<file path="src/rtl/fp_op_sequencer.sv">
// rtl/fp_op_sequencer.sv - issue/latency/writeback sequencer for the multi-cycle FP unit.
// Optional performance counters are compiled in with `define FPSEQ_PERF_EN.
module fp_op_sequencer #(
  parameter int LAT_ADD = 3,
  parameter int LAT_MUL = 4,
  parameter int LAT_DIV = 6
) (
  input  logic        clk,
  input  logic        reset,
  input  logic        issue_valid,
  input  logic [1:0]  issue_op,
  input  logic [4:0]  issue_rd,
  input  logic        flush_e,
  output logic        issue_ready,
  output logic        fpu_start,
  output logic [1:0]  fpu_op,
  input  logic [4:0]  rs1_d,
  input  logic [4:0]  rs2_d,
  output logic        raw_stall,
  output logic        struct_stall,
  input  logic        int_wb_valid,
  output logic        wb_valid,
  output logic [4:0]  wb_rd,
`ifdef FPSEQ_PERF_EN
  output logic [31:0] perf_busy_cycles,
  output logic [31:0] perf_wb_wait_cycles,
`endif
  output logic        busy
);

  typedef enum logic [1:0] {
    IDLE = 2'd0,
    BUSY = 2'd1,
    WB   = 2'd2
  } state_t;

  state_t      state;
  logic [2:0]  cnt;
  logic [1:0]  op_q;
  logic [4:0]  rd_q;
  logic        accept;

  // The counter is loaded with latency-1 so that cnt==0 marks the last BUSY cycle.
  function automatic logic [2:0] lat_m1(input logic [1:0] op);
    case (op)
      2'b10:   lat_m1 = 3'(LAT_MUL - 1);
      2'b11:   lat_m1 = 3'(LAT_DIV - 1);
      default: lat_m1 = 3'(LAT_ADD - 1);
    endcase
  endfunction

  assign accept = (state == IDLE) && issue_valid && !flush_e;

  always_ff @(posedge clk or posedge reset) begin
    if (reset) begin
      state     <= IDLE;
      cnt       <= 3'd0;
      op_q      <= 2'd0;
      rd_q      <= 5'd0;
      fpu_start <= 1'b0;
    end else begin
      fpu_start <= 1'b0;
      case (state)
        IDLE: begin
          if (accept) begin
            op_q      <= issue_op;
            rd_q      <= issue_rd;
            cnt       <= lat_m1(issue_op);
            fpu_start <= 1'b1;
            state     <= BUSY;
          end
        end
        BUSY: begin
          if (cnt != 3'd0) cnt <= cnt - 3'd1;
          else             state <= WB;
        end
        WB: begin
          // Integer writeback owns the port; the FP result simply waits.
          if (!int_wb_valid) state <= IDLE;
        end
        default: state <= IDLE;
      endcase
    end
  end

  assign issue_ready  = (state == IDLE);
  assign busy         = (state != IDLE);
  assign fpu_op       = op_q;
  assign wb_rd        = rd_q;
  assign wb_valid     = (state == WB) && !int_wb_valid;
  assign struct_stall = issue_valid && !issue_ready;
  assign raw_stall    = busy && (rd_q != 5'd0) && ((rs1_d == rd_q) || (rs2_d == rd_q));

`ifdef FPSEQ_PERF_EN
  always_ff @(posedge clk or posedge reset) begin
    if (reset) begin
      perf_busy_cycles    <= 32'd0;
      perf_wb_wait_cycles <= 32'd0;
    end else begin
      if (busy) perf_busy_cycles <= perf_busy_cycles + 32'd1;
      if ((state == WB) && int_wb_valid) perf_wb_wait_cycles <= perf_wb_wait_cycles + 32'd1;
    end
  end
`endif

endmodule

</file>
<file path="config.mk">
export PLATFORM = sky130hd
export DESIGN_NAME = fp_op_sequencer
export DESIGN_NICKNAME = d
export VERILOG_FILES = /design/src/rtl/fp_op_sequencer.sv
export SDC_FILE = /design/constraint.sdc
export NUM_CORES = 1
export LEC_CHECK = 0
export BUFFER_PORTS_ARGS = -buffer_cell sky130_fd_sc_hd__buf_2
export CORE_AREA = 2 2 45 47
export CTS_BUF_LIST = sky130_fd_sc_hd__clkbuf_8
export DETAILED_ROUTE_END_ITERATION = 10
export DIE_AREA = 0 0 47 49
export PLACE_DENSITY = 0.79
export SYNTH_ARGS = -nofsm -noshare
export SYNTH_HDL_FRONTEND = slang
export SYNTH_SLANG_ARGS = --single-unit
export TNS_END_PERCENT = 50
</file>
<file path="constraint.sdc">
create_clock -name clk -period 1.6 [get_ports clk]
set_input_delay 0.24 -clock clk [delete_from_list [all_inputs] [get_ports clk]]
set_output_delay 0.24 -clock clk [all_outputs]
set_load 0.1 [all_outputs]
</file>
==> flow_summary.ini <==
[setup_path]
endpoint_kind = primary output
arrival_ns = 1.66
crit_family = simple AND/OR/NAND/NOR gates
crit_fanout = 4
path_cells = or4_1, o21ai_1, buf_4, a21oi_4, buf_12
cp.buffers_inverters = 2
cpMaxStageDelayCell = or4_1
required_ns = 1.36
max_stage_delay_ns = 0.51
crit_type = reg -> out
start_kind = flop

[global_routing]
antenna_found_initial = 0
grt_pass1_wl_mm = 2.842
grt_pass1_vias = 688
grtUsageTotal_pct = 16.96
grt_max_degree = 14
overflow = 0

[route]
drc = 0
wirelength_mm = 1.874
first_pass_iters = 4
drt_iter0_markers = 5
wl_per_cell_um = 12.92
drtAntennaViolNets = 0
via_per_inst = 4.641
route.vias.total = 673

[timing]
hold_violations = 0
setup_slack_ns = -0.2962
worst_pin_slew_ns = 0.5116
finClkSkew_ns = 0.002783
slew_violations = 0
fmax_mhz = 527.4
fin_crit_sh_pct = 118.5
rsz0062_at_grt = true
setup_viol_count_final = 1
slew_headroom_pct = 66.13
fin_crit_ns = 1.896
tns_ns = -0.2962

[clock_network]
cts_root_buf = clkbuf_8
clock_path_buffers = 2
clkLatencyLatePin_ns = 0.24
cts_sinks = 13
cts_tree = done
cts_made_buffers = 3
path_clk_slew_ns = 0.05
h-tree-depth = 1

[logic_synthesis]
synthesis.nets = 89
ys_warn_count = 0
synthDistinctLibCells = 24
synth_area_per_cell_um2 = 11.24
syn_area_um2 = 730.7
synth.ff_latch_count = 13
seq_area_frac_synth_pct = 44.52
postSynthCellCount = 65

[floorplanning]
initial_utilization_pct = 39.67
coreArea_mm2 = 0.001842
die_h_um = 49
dieArea_mm2 = 0.002303
die_w_um = 47
boundaryPins = 35
rows = 16

[final_layout]
area_growth_pct = 67.64
antenna_cells = 0
layout-drive-gt1-share_pct = 64.41
final_common_cell = buf_2
fill_cells = 147
final_nets = 143
layout_common_cells = 30 x buf_2, 13 x buf_4, 7 x mux2_2, 7 x dfrtp_1

[min_path]
hp-class = in -> async

[placement]
gp_congestion = 0.7856
io_buffers = 34
dp.final_hpwl_mm = 1.434

[outcome]
violations = setup timing
status = finished with violations

[job]
cap_violations = 0
## layout make-up
| class | count | area, um2 | share of cell area, % |
|---|---|---|---|
| clock buffer | 3 | 41.29 | 3.371 |
| clock inverter | 1 | 3.754 | 0.3064 |
| inverter | 7 | 33.78 | 2.758 |
| multi-input combinational | 45 | 420.4 | 34.32 |
| sequential | 13 | 332.8 | 27.17 |
| tap | 27 | 33.78 | 2.758 |
| timing repair buffer | 49 | 359.1 | 29.32 |
## cell families after synthesis
family | after synthesis | share of synthesized area, %
flip-flops | 13 | 44.52
adder cells (fa/ha/maj) | 2 | 3.424
AO/OA/AOI/OAI | 11 | 10.28
multiplexers | 7 | 10.79
AND/OR/NAND/NOR | 15 | 15.41
buffers and inverters | 7 | 3.595
XOR/XNOR | 10 | 11.99
## worst paths after layout
check                             from         to  slack [ns]  cells past startpoint
max                           wb_rd[0]  raw_stall       -0.30                      5
min                              reset     cnt[0]       0.007                      2
max reg2reg                     cnt[0]     cnt[2]        0.03                      7
min reg2reg                     cnt[2]     cnt[2]        0.50                      1
max in group asynchronous        reset   wb_rd[4]        1.23                      2
min in group clk           issue_rd[3]   wb_rd[3]        0.24                      2
## routing by layer
metal,vias up,share of wire (%),global-route usage [%]
met5,-,0,0
li1,330,-,-
met1,311,37,19.48
met4,0,3.7,9.259
met2,26,54,28.54
met3,6,4.9,2.593
## metrics by stage
stage	area [um2]	utilization (%)	hold WS, ns	cells	worst slack (ns)
after floorplan	762.0	-	0.1166	65	-0.4736
after global placement	1099	59.65	0.2725	136	-0.1431
after detailed placement	1099	59.65	0.2780	136	-0.1872
after CTS	1174	63.72	0.01704	142	-0.2936
after global routing	1225	66.51	0.04748	145	-0.3331
final	1225	66.51	0.006727	145	-0.2962
## registers in the layout (all words and copies together), names as in the netlist
name,cells
wb_rd,5
cnt,3
fpu_op,2
state,2
fpu_start,1
## cell usage after synthesis
cell | n | area, um2
and2_2 | 1 | 7.510
mux2_2 | 7 | 78.83
dfrtp_1 | 13 | 325.3
nor2_4 | 1 | 11.26
or2b_1 | 1 | 7.510
nand3_1 | 3 | 15.01
o211ai_1 | 2 | 15.01
xor2_1 | 6 | 52.55
ha_1 | 2 | 25.02
nor3b_1 | 1 | 7.510
or4_1 | 1 | 7.510
a21oi_1 | 4 | 20.02
inv_1 | 6 | 22.52
inv_2 | 1 | 3.750
o21a_1 | 1 | 7.510
o21ai_0 | 2 | 10.01
a21oi_4 | 1 | 16.27
nand2_1 | 1 | 3.750
nand2b_1 | 2 | 12.51
or3b_4 | 1 | 11.26
nor3_1 | 2 | 10.01
xnor2_1 | 4 | 35.03
o22ai_1 | 1 | 6.260
nor3b_4 | 1 | 18.77
## what timing repair did
action / CTS / global route
setup buffers: 2 / 3
hold buffers: 0 / 0
gates resized for setup: 5 / 6
pin swaps: 0 / 9
endpoints found under the hold margin: 0 / 0
endpoints found under the setup margin: 2 / 4
Power is left out: the tool's default activity adds up to more than one toggle a clock period on the data nets, which glitch-free logic cannot reach.
